<file path="config.mk">
export PLATFORM = sky130hd
export DESIGN_NAME = alu_result_collector
export DESIGN_NICKNAME = d
export VERILOG_FILES = /design/src/rtl/alu_result_collector.sv
export SDC_FILE = /design/constraint.sdc
export NUM_CORES = 1
export LEC_CHECK = 0
export BUFFER_PORTS_ARGS = -buffer_cell sky130_fd_sc_hd__buf_2
export CORE_MARGIN = 8
export CORE_UTILIZATION = 40
export CTS_BUF_LIST = sky130_fd_sc_hd__clkbuf_4
export DETAILED_ROUTE_END_ITERATION = 8
export PLACE_DENSITY = 0.57
export SETUP_SLACK_MARGIN = 0.02
export SYNTH_ARGS = -nofsm -noshare
export SYNTH_HDL_FRONTEND = slang
export SYNTH_SLANG_ARGS = --single-unit
export TNS_END_PERCENT = 20
</file>
<file path="constraint.sdc">
create_clock -name clk -period 3.4 [get_ports clk]
set_input_delay 0.34 -clock clk [delete_from_list [all_inputs] [get_ports clk]]
set_output_delay 0.34 -clock clk [all_outputs]
set_load 0.005 [all_outputs]
</file>
<file path="src/rtl/alu_result_collector.sv">
// FWFT result FIFO with drop counter and Add/Sub accumulator; head visible the cycle after push,
// in_ready is !full from registered count. ACC_SAT_EN selects saturating (else wrapping) accumulator.
module alu_result_collector #(
  parameter int DEPTH = 8,
  parameter int ACC_W = 8
) (
  input  logic                     clk,
  input  logic                     reset,
  input  logic                     in_valid,
  input  logic [1:0]               in_opcode,
  input  logic [4:0]               in_c,
  output logic                     in_ready,
  output logic                     out_valid,
  output logic [1:0]               out_opcode,
  output logic [4:0]               out_c,
  input  logic                     out_ready,
  input  logic                     acc_clr,
  output logic [ACC_W-1:0]         acc,
  output logic [$clog2(DEPTH):0]   count,
  output logic                     full,
  output logic                     empty,
  output logic [7:0]               drop_cnt
);
  localparam int AW = $clog2(DEPTH);
  localparam int CW = AW + 1;

  typedef struct packed {
    logic [1:0] op;
    logic [4:0] c;
  } entry_t;

  entry_t                  mem_q [DEPTH];
  entry_t                  head;
  logic [AW-1:0]           wr_ptr_q, wr_ptr_d, rd_ptr_q, rd_ptr_d;
  logic [CW-1:0]           count_q, count_d;
  logic signed [ACC_W-1:0] acc_q, acc_d, acc_base, acc_sum;
  logic [7:0]              drop_q, drop_d;
  logic                    push, pop, arith;

  assign full      = count_q == CW'(DEPTH);
  assign empty     = count_q == '0;
  assign in_ready  = !full;
  assign out_valid = !empty;
  assign push      = in_valid && in_ready;
  assign pop       = out_valid && out_ready;
  assign arith     = !in_opcode[1];

  // Storage is never reset, so the head is masked while empty.
  assign head       = mem_q[rd_ptr_q];
  assign out_opcode = empty ? 2'b00 : head.op;
  assign out_c      = empty ? 5'b00000 : head.c;

  assign count    = count_q;
  assign acc      = acc_q;
  assign drop_cnt = drop_q;

  // acc_clr zeroes the base so a same-cycle arithmetic push lands on a clean accumulator.
  assign acc_base = acc_clr ? '0 : acc_q;

`ifdef ACC_SAT_EN
  logic signed [ACC_W:0] sum_wide;
  assign sum_wide = {acc_base[ACC_W-1], acc_base} + {{(ACC_W-4){in_c[4]}}, in_c};
  always_comb begin
    acc_sum = sum_wide[ACC_W-1:0];
    if (sum_wide[ACC_W] != sum_wide[ACC_W-1]) begin
      acc_sum = sum_wide[ACC_W] ? {1'b1, {(ACC_W-1){1'b0}}} : {1'b0, {(ACC_W-1){1'b1}}};
    end
  end
`else
  assign acc_sum = acc_base + {{(ACC_W-5){in_c[4]}}, in_c};
`endif

  always_comb begin
    wr_ptr_d = push ? wr_ptr_q + AW'(1) : wr_ptr_q;
    rd_ptr_d = pop  ? rd_ptr_q + AW'(1) : rd_ptr_q;
    count_d  = count_q;
    case ({push, pop})
      2'b10:   count_d = count_q + CW'(1);
      2'b01:   count_d = count_q - CW'(1);
      default: count_d = count_q;
    endcase
    drop_d = (in_valid && !in_ready && drop_q != 8'hFF) ? drop_q + 8'd1 : drop_q;
    acc_d  = (push && arith) ? acc_sum : acc_base;
  end

  always_ff @(posedge clk or posedge reset) begin
    if (reset) begin
      wr_ptr_q <= '0;
      rd_ptr_q <= '0;
      count_q  <= '0;
      acc_q    <= '0;
      drop_q   <= '0;
    end else begin
      wr_ptr_q <= wr_ptr_d;
      rd_ptr_q <= rd_ptr_d;
      count_q  <= count_d;
      acc_q    <= acc_d;
      drop_q   <= drop_d;
    end
  end

  always_ff @(posedge clk) begin
    if (push) begin
      mem_q[wr_ptr_q] <= {in_opcode, in_c};
    end
  end

endmodule

</file>
; ---- Word level (Yosys, flattened, before mapping)
; Memory sizes are Yosys's and may differ from the RTL's.
; Index checks and enable logic that the tools add are counted.
[totals]
memories = 1
out_inout_bits = 31
romBits = 0
ramBits = 56
latch_bits = 0
ff_bits = 26
[op_classes]
n_div = 0
magnitude_cmp = 0
mux = 7
add_sub_neg = 6
mul = 0
reduce_logical = 10
bitwise_logic = 0
eq_ne = 4
n_shift = 0
[memory_table]
columns = memory, words, width, read_ports, rd_ports_with_merged_regs, wr, line
row1 = mem_q, 8, 7, 1, 0, 1, 32  ; entry_t mem_q [DEPTH];
[ops]
columns = op, count
row1 = $mux W8, 2
row2 = $add A8 B1 Y8 const B, 1
row3 = $add A8 B8 Y8, 1
row4 = $ne A8 B8 Y1 const B, 1
row5 = $pmux W4 S2, 1
row6 = $add A3 B1 Y3 const B, 2
row7 = $logic_and A1 B1 Y1, 5
row8 = $mux W5, 1
row9 = $add A4 B1 Y4 const B, 1
row10 = $eq A4 B4 Y1 const B, 1
row11 = $logic_not A4 Y1, 1
row12 = $sub A4 B1 Y4 const B, 1
row13 = $logic_not A1 Y1, 3
row14 = $eq A2 B1 Y1 const B, 1
row15 = $eq A2 B2 Y1 const B, 1
row16 = $mux W1, 2
row17 = $mux W2, 1
row18 = $reduce_bool A2 Y1, 1

; ---- Depth between registers and ports, before layout
; Gate-level depths: netlist of run 1.
[depth]
word_depth = 5
mapped_depth = 11
depth_no_buf = 9

; ---- Least setup slack after synthesis of run 1
; No wires, ideal clock.
[synth_timing]
path_type = register to register
startpoint = register count_q[1], in the netlist count[1]
endpoint = register count_q[2], in the netlist count[2]
t_arrival_ns = 2.436
stages_incl_launch_ff = 12
setup_ns = 0.127
slack_ns = 0.836
path_buffers = 2
period_less_slack_ns = 2.564
cell_sequence = dfrtp_1 > buf_6 > or4_1 > and2_1 > clkbuf_1 > ha_1 > xor2_1 > ha_1 > a21oi_1 > xor2_1 > nor2_1 > xor2_1
[synth_between]
elab_chain_len = 5
[synth_lines]
columns = element, line
row1 = from (decl), 35  ; logic [CW-1:0] count_q, count_d;
row2 = from (signal assigned), 96  ; count_q <= count_d;
row3 = $logic_not A4 Y1 (*), 41  ; assign empty = count_q == '0;
row4 = $logic_not A1 Y1 (*), 43  ; assign out_valid = !empty;
row5 = named net out_valid, 13  ; output logic out_valid,
row6 = $logic_and A1 B1 Y1 (*), 45  ; assign pop = out_valid && out_ready;
row7 = named net pop, 38  ; logic push, pop, arith;
row8 = $eq A2 B1 Y1 or $eq A2 B2 Y1 (tied branches), 77  ; case ({push, pop})
row9 = $pmux W4 S2 or $reduce_bool A2 Y1 (tied branches), n/a
; The timed path passes the listed nets; every way through them passes the cells marked *.
; A chain may end at the register's enable or synchronous reset.

; ---- Worst setup path in the final report of run 1
[layout_timing]
startpoint = register count_q[1], in the netlist count[1]
endpoint = register count_q[2], in the netlist count[2]
[layout_between]
elab_chain_len = 5
[layout_lines]
columns = element, line
row1 = $eq A4 B4 Y1 or $logic_not A4 Y1 (tied branches), "40, 41"
row2 = "$logic_not A1 Y1, on equally long branches", "42, 43"
row3 = "$logic_and A1 B1 Y1, on equally long branches", "44, 45"
row4 = $eq A2 B1 Y1 or $eq A2 B2 Y1 (tied branches), 77
row5 = $pmux W4 S2 or $reduce_bool A2 Y1 (tied branches), n/a
; Several ways; a longest one is shown, not always the timed one.

==> flow_summary.toml, run 1 <==
[status]
status = "finished, final reports clean"

[run]
maxCapViolCount = 0

[layout]
drive_above_1_share = 0.2907
fin_cells = 442
area_growth_pct = 13.01
diodes = 0
fin_util = 0.4670
fillerInstances = 829
finalNetCount = 334

[yosys]
synth_cells = 257
synthesis.nets = 283
ys_ff_latch = 82
synth_most_common_cell = "edfxtp_1"
ys_types = 46
ys_warn_count = 0
yosys-top-cells-count = "56 x edfxtp_1, 26 x dfrtp_1, 15 x nand2_1"
synth_edf_count = 56
synth_top_cell_by_area = "edfxtp_1"
async_flop_share = 0.3171
yosysSeqAreaShare = 0.6107
avgSynthCellArea_sq_um = 14.86
synth_ff_type = "edfxtp_1"
synth.area.top_cells = "edfxtp_1 44%, dfrtp_1 17%, mux4_2 8.3%"
syn_area_sq_um = 3819
synth_top_cell_area_share = 0.4404

[cts]
cts.clk_slew.worst_paths_ns = 0.14
post_cts_resized = 0
cts_buffer_depth = 2
post_cts_buffers = 0
clock_sinks = 82
cts_tree = "built"
root_buffer = "clkbuf_4"
clock_latency_ns = 0.43
ctsHoldBuffers = 0
cts_buffers = 9
htreeDepth = 3

[place]
hpwl_mm = 5.072
port_buffers = 42
place.gp.congestion = 0.7905
dp.cells = 426

[routing]
vias = 2212
met2WireLength_mm = 3.671
drc_errors = 0
routed-wl-met3_microns = 350
wl_mm = 7.457
via_per_inst = 5.005
wl_per_cell_microns = 16.87
top_layer = "met4"
ant_nets = 0
drtIter0Drc = 128
wl_met1_mm = 3.321
first_pass_iters = 4

[global_routing]
track_usage = 0.1241
antenna_found_initial = 0
grt_overflow = 0
grt_pass1_wl_mm = 12.12
grt_max_degree = 27
grt_pass1_vias = 2288

[timing]
hold_viol = 0
finalSetupViolations = 0
rsz0062_at_grt = "no"
slew_headroom = 0.3202
slew_viol_final = 0
hold_ws_ns = 0.1379
tightest_slew_ns = 1.019
fin_worst_skew_ns = 0.02765
min_period_ns = 2.638
tns_ns = 0
fmax_mhz = 379.0
fin_crit_sh = 0.7759

[critical_path]
rr_startpoint = "count[1]"
path_buf_inv = 0
worstRegToRegCells = 9
cpMostUsedCell = "xor2_1"
slowest_stage = "or4b_4"
crit_arrival_ns = 2.96
worstSetupStartpointType = "flop"
path_class = "reg2reg"
crit_fanout = 9
ff2ff_setup_slack_ns = 0.76
critPathMaxStageDelay_ns = 0.63
path_cells = "or4b_4 -> nand2_1 -> ha_1 -> xor2_1 -> ha_1 -> a21oi_1 -> xor2_1 -> nor2_1 -> xor2_1"
cp-end-kind = "flop"
rr_endpoint = "count[2]"
worstPathRequired_ns = 3.72
critPathTopFamily = "simple AND/OR/NAND/NOR gates"

[die]
fp.dieArea_sq_um = 12930
ios = 43
core_area_sq_um = 9240
die_h_microns = 113.7
start_util = 0.4133
die-width_microns = 113.7
num_rows = 35

[worst_hold_path]
hold_path_class = "in2async"

[power]
leakage_nw = 1.701
ir_drop_v = 0.0002897
p_per_area_nw_per_um2 = 695.3
[how the worst max path moves through the flow]
stage | from | to | slack, ns | depth (start not counted)
6_report | count[1] | count[2] | 0.76 | 9
5_1_grt | count[1] | count[2] | 0.54 | 9
4_1_cts | count[1] | count[2] | 0.77 | 9
3_5_place_dp | count[1] | count[2] | 0.80 | 9
3_3_place_gp | count[1] | count[2] | 0.89 | 9
2_1_floorplan | count[1] | count[2] | 0.84 | 11
[metrics by stage]
step / cell area [sq um] / setup WS (ns) / power [W]
detailed placement: 4188 / 0.7991 / 0.002529
finish: 4315 / 0.7618 / 0.003001
CTS: 4315 / 0.7705 / 0.003056
global placement: 4188 / 0.8873 / 0.002512
floorplan: 3819 / 0.8363 / 0.002164
global route: 4315 / 0.5434 / 0.003229
[layout by cell type, fill, tap and decap left out, types with 2 or more instances in the layout]
cell and n:
edfxtp_1 56, buf_2 42, dfrtp_1 26, nand2_1 15, nor2_1 14, mux4_2 14
ha_1 13, xnor2_1 12, nor2b_1 9, mux2i_1 9, clkbuf_4 9, nand3_1 7
xor2_1 7, inv_1 7, a21oi_1 6, buf_4 6, mux2_2 5, o21ai_0 5
nor3_1 5, nand2b_1 4, nand3b_1 4, or3_1 4, nand4_1 3, inv_6 3
clkinvlp_4 3, nand4_2 2, o211ai_1 2
[logic make-up (layout without fill, tap and decap cells)]
logic type,Yosys count,in the layout,share of synthesized area
XOR/XNOR,19,19,0.04358
buffers and inverters,17,73,0.02457
multiplexers,29,29,0.1239
AO/OA/AOI/OAI,22,22,0.04063
adder cells (fa/ha/maj),14,14,0.04784
flip-flops,82,82,0.6107
AND/OR/NAND/NOR,74,74,0.1088
[layer usage]
| metal | vias to the layer above | track usage |
|---|---|---|
| met4 | 0 | 0.05329 |
| met3 | 11 | 0.03170 |
| li1 | 1070 | - |
| met1 | 1088 | 0.1517 |
| met2 | 43 | 0.2036 |
| met5 | - | 0 |
[state kept, by name, summed over array words and instances (netlist names)]
name      flops
count         4
rd_ptr_q      3
drop_cnt      8
wr_ptr_q      3
acc           8
mem_q        56
[layout make-up]
| cell class | count | area (sq um) | share of cell area |
|---|---|---|---|
| tap | 129 | 161.4 | 0.03740 |
| clock buffer | 9 | 67.56 | 0.01566 |
| multi-input combinational | 158 | 1393 | 0.3227 |
| inverter | 9 | 46.29 | 0.01073 |
| timing repair buffer | 48 | 255.2 | 0.05915 |
| sequential | 82 | 2332 | 0.5404 |
| clock inverter | 7 | 60.06 | 0.01392 |
[where the power goes]
part           total, W  internal (W)  switching, W
Combinational   0.00101      0.000534      0.000481
Clock          0.000525      0.000162      0.000362
Sequential      0.00146       0.00127      0.000193
Total           0.00300       0.00197       0.00104
(Power assumes the default switching activity.)
==> inputs of run 2 (changes only) <==
Clock period 3.4 ns to 2.8 ns, I/O delays scaled along.
==> flow_summary.toml, run 2 (synthesized netlist as in run 1, its figures left out) <==
[die]
fp.dieArea_sq_um = 12930
num_rows = 35
die-width_microns = 113.7
ios = 43
start_util = 0.4133
core_area_sq_um = 9240
die_h_microns = 113.7

[global_routing]
grt_pass1_wl_mm = 12.50
grt_max_degree = 27
grt_overflow = 0
antenna_found_initial = 0
grt-busiest-layer = "met2"
grt_pass1_vias = 2332
met1_usage = 0.1588
track_usage = 0.1265
gr-usage-met2 = 0.1996
grt_use_met3 = 0.04120

[power]
p_per_area_nw_per_um2 = 852.6
power.share.clock = 0.191
p_seq_frac = 0.476
swShare = 0.3352
ir_drop_v = 0.0003507
internal_power_w = 0.002482
p_comb_frac = 0.334
finalPower_w = 0.003734
leakage_nw = 1.744
net-switching-power_w = 0.001252

[worst_hold_path]
hold_path_class = "in2reg"

[layout]
finalNetCount = 340
largest_reg_flops = 56
fin_cells = 448
drive_above_1_share = 0.2978
max_flop_register = "mem_q"
diodes = 0
area_growth_pct = 14.68
stdcell_area_sq_um = 4379
layout_common_cells = "56 x edfxtp_1, 42 x buf_2, 26 x dfrtp_1"
mostFrequentLayoutCell = "edfxtp_1"

[status]
status = "finished, final reports clean"

[critical_path]
path_cells = "or4_1 -> and2_1 -> ha_1 -> xor2_1 -> ha_1 -> a21oi_1 -> xor2_1 -> nor2_1 -> xor2_1"
critPathMaxStageDelay_ns = 0.59
worstSetupStartpointType = "flop"
crit_arrival_ns = 2.86
slowest_stage = "or4_1"
crit_fanout = 7
path_class = "reg2reg"
worstPathRequired_ns = 3.13
cpMostUsedCell = "xor2_1"
cp-end-kind = "flop"

[cts]
root_buffer = "clkbuf_4"
cts_buffers = 9
cts_buffer_depth = 2
post_cts_buffers = 0
clock_sinks = 82
post_cts_resized = 0
cts_tree = "built"
cts.clk_slew.worst_paths_ns = 0.14
clock_latency_ns = 0.43
htreeDepth = 3
ctsHoldBuffers = 1

[timing]
fmax_mhz = 394.5
fin_worst_skew_ns = 0.01146
setup_ws_ns = 0.2653
slew_headroom = 0.5210
slew_viol_final = 0
finalSetupViolations = 0
hold_viol = 0
fin_crit_sh = 0.9053
rsz0062_at_grt = "no"
min_period_ns = 2.535
tns_ns = 0
tightest_slew_ns = 0.7185

[routing]
via_per_inst = 5.065
drc_errors = 0
ant_nets = 0
drtIter0Drc = 163
vias = 2269
wl_per_cell_microns = 17.05
first_pass_iters = 4
wl_mm = 7.637

[place]
dp.cells = 431
pre_cts_slack_ns = 0.2809
place.gp.congestion = 0.7828
port_buffers = 42
dpl-instance-area_sq_um = 4225
hpwl_mm = 5.115

[run]
maxCapViolCount = 0
run 2: changes by cell type in the layout (fill, tap and decap cells not counted), sizes merged:
cell and change:
buf +5, bufinv +1, clkinv +3, clkinvlp -2, dlygate4sd3 +1, inv -2
run 2: routing by layer:
| layer | routed length (microns) | part of all wire |
|---|---|---|
| met5 | 0 | 0 |
| met4 | 120 | 0.016 |
| met3 | 349 | 0.046 |
| met2 | 3539 | 0.46 |
| met1 | 3629 | 0.48 |
run 2: worst paths after layout:
check / endpoint / slack [ns] / cells past startpoint / startpoint
max in group asynchronous: wr_ptr_q[0] / 2.09 / 4 / reset
max reg2reg: count[2] / 0.27 / 9 / count[0]
min reg2reg: drop_cnt[6] / 0.51 / 1 / drop_cnt[6]
min in group asynchronous: drop_cnt[6] / 0.43 / 4 / reset
max: count[2] / 0.27 / 9 / count[0]
min: mem_q[7][5] / 0.12 / 1 / in_opcode[0]
run 2: critical path: cells and delay by family (launching register included):
family | cells | cell delay (ns)
compound gates | 1 | 0.14
xor+xnor | 3 | 0.46
fa+ha+maj | 2 | 0.46
flops | 1 | 0.48
simple gates | 3 | 0.90
run 2: layout make-up:
class                      instances  area [sq um]
clock buffer                       9         67.56
clock inverter                     7         76.32
fill                             846          4861
inverter                           9         46.29
multi-input combinational        158          1393
sequential                        82          2332
tap                              129         161.4
timing repair buffer              54         302.8
run 2: power groups by stage:
| stage | Clock [W] | Combinational, W | Sequential, W |
|---|---|---|---|
| after floorplan | 0 | 0.000921 | 0.00171 |
| after global placement | 0 | 0.00126 | 0.00180 |
| after detailed placement | 0 | 0.00128 | 0.00181 |
| after CTS | 0.000736 | 0.00128 | 0.00178 |
| after global routing | 0.000787 | 0.00141 | 0.00181 |
| final | 0.000711 | 0.00125 | 0.00178 |
run 2: stage by stage:
step	hold WS, ns	util
finish	0.1196	0.4739
global route	0.1038	0.4739
CTS	0.09968	0.4739
detailed placement	0.3665	0.4573
global placement	0.3645	0.4573
floorplan	0.3200	-
==> inputs of run 3 (changes only) <==
Settings changed: GPL_TIMING_DRIVEN set to 1.
Clock period 2.8 ns to 2.7 ns, I/O delays scaled along.
==> flow_summary.toml, run 3 (synthesized netlist as in run 1, its figures left out) <==
[global_routing]
grt_max_degree = 27
grt_pass1_vias = 2381
antenna_found_initial = 0
grt_pass1_wl_mm = 12.42
grt_overflow = 0
track_usage = 0.1256

[routing]
wl_mm = 7.467
vias = 2265
wl_per_cell_microns = 16.56
drtIter0Drc = 98
first_pass_iters = 4
via_per_inst = 5.022
ant_nets = 0
drc_errors = 0

[layout]
fin_util = 0.4746
max_flop_register = "mem_q"
finalNetCount = 343
drive_above_1_share = 0.3075
fillerInstances = 823
multi_input_area_sq_um = 1393
layout_common_cells = "56 x edfxtp_1, 42 x buf_2, 26 x dfrtp_1"
mostFrequentLayoutCell = "edfxtp_1"
regArea_sq_um = 2332
area_growth_pct = 14.84
largest_reg_flops = 56
diodes = 0

[place]
hpwl_mm = 4.984
port_buffers = 42
place.gp.congestion = 0.7816
pre_cts_slack_ns = 0.2204

[critical_path]
cp-end-kind = "flop"
crit_fanout = 7
critPathMaxStageDelay_ns = 0.54
worstRegToRegCells = 9
cpMostUsedCell = "xor2_1"
path_class = "reg2reg"
crit_arrival_ns = 2.78
rr_endpoint = "count[2]"
ff2ff_setup_slack_ns = 0.22
worstSetupStartpointType = "flop"
rr_startpoint = "count[2]"
worstPathRequired_ns = 3.00
path_cells = "or4_1 -> and2_1 -> ha_1 -> xor2_1 -> ha_1 -> a21oi_1 -> xor2_1 -> nor2_1 -> xor2_1"
slowest_stage = "or4_1"

[die]
fp.dieArea_sq_um = 12930
start_util = 0.4133
die_h_microns = 113.7
num_rows = 35
core_area_sq_um = 9240
ios = 43
die-width_microns = 113.7

[cts]
cts_tree = "built"
htreeDepth = 3
post_cts_resized = 0
clock_sinks = 82
cts_buffer_depth = 2
root_buffer = "clkbuf_4"
cts.clk_slew.worst_paths_ns = 0.15
clock_latency_ns = 0.42
cts_buffers = 9
post_cts_buffers = 0

[timing]
tns_ns = 0
rsz0062_at_grt = "no"
tightest_slew_ns = 0.7185
fmax_mhz = 403.3
setup_ws_ns = 0.2202
fin_crit_sh = 0.9185
hold_viol = 0
slew_headroom = 0.5210
finalSetupViolations = 0
fin_worst_skew_ns = 0.01509
min_period_ns = 2.480
slew_viol_final = 0

[power]
finalPower_w = 0.003830
ir_drop_v = 0.0003670
p_per_area_nw_per_um2 = 873.3
leakage_nw = 1.750

[worst_hold_path]
hold_path_class = "in2reg"
whs_path_depth = 1
hold_end = "mem_q[4][5]"
hp-start = "in_opcode[0]"

[status]
status = "finished, final reports clean"

[run]
maxCapViolCount = 0
-- run 3: cell types whose count changed in the layout (fill, tap and decap cells not counted) --
cell,delta
buf_4,+3
inv_8,+2
clkinvlp_4,+1
clkinv_2,+1
bufinv_16,-1
clkinv_1,-1
clkinv_4,-2
-- run 3: power by group --
part	leakage (nW)	internal [W]	total, W	switching, W
registers	0.839	0.00160	0.00182	0.000223
clock network	0.0668	0.000207	0.000666	0.000459
logic	0.844	0.000711	0.00134	0.000632
total	1.75	0.00251	0.00383	0.00132
-- run 3: what timing repair did --
action | 4_1_cts | 5_1_grt
hold buffers | 1 | 0
hold endpoints to repair | 26 | 0
endpoints found under the setup margin | 0 | 0
-- run 3: layer usage --
metal,GRT usage,up-vias,part of all wire
met1,0.1581,1129,0.47
met3,0.02853,9,0.038
met4,0.05062,0,0.013
li1,-,1089,-
met2,0.2047,38,0.48
met5,0,-,0
-- run 3: how the worst max path moves through the flow --
stage,startpoint,end,cells past startpoint
3_5_place_dp,count[2],count[2],9
6_report,count[2],count[2],9
2_1_floorplan,count[1],count[2],11
3_3_place_gp,count[2],count[2],9
4_1_cts,count[2],count[2],9
5_1_grt,count[2],count[2],9
-- run 3: through the flow --
stage | hold WS, ns | cell area, sq um | instances
finish | 0.1253 | 4385 | 451
CTS | 0.09779 | 4385 | 451
floorplan | 0.3100 | 3819 | 257
detailed placement | 0.3548 | 4248 | 434
global route | 0.08663 | 4385 | 451
global placement | 0.3563 | 4248 | 434
-- run 3: worst max-delay path: cells and delay by family, from the launching register on --
family,cells,cell delay [ns]
xor+xnor,3,0.46
flops,1,0.47
compound gates,1,0.14
fa+ha+maj,2,0.45
simple gates,3,0.85
-- run 3: layout make-up --
type / instances / share of cell area
flip-flops and latches: 82 / 0.5318
multi-input cells: 158 / 0.3175
repair buffers: 57 / 0.07418
well taps: 129 / 0.03680
clock buffers: 9 / 0.01541
clock inverters: 7 / 0.01369
inverters: 9 / 0.01056
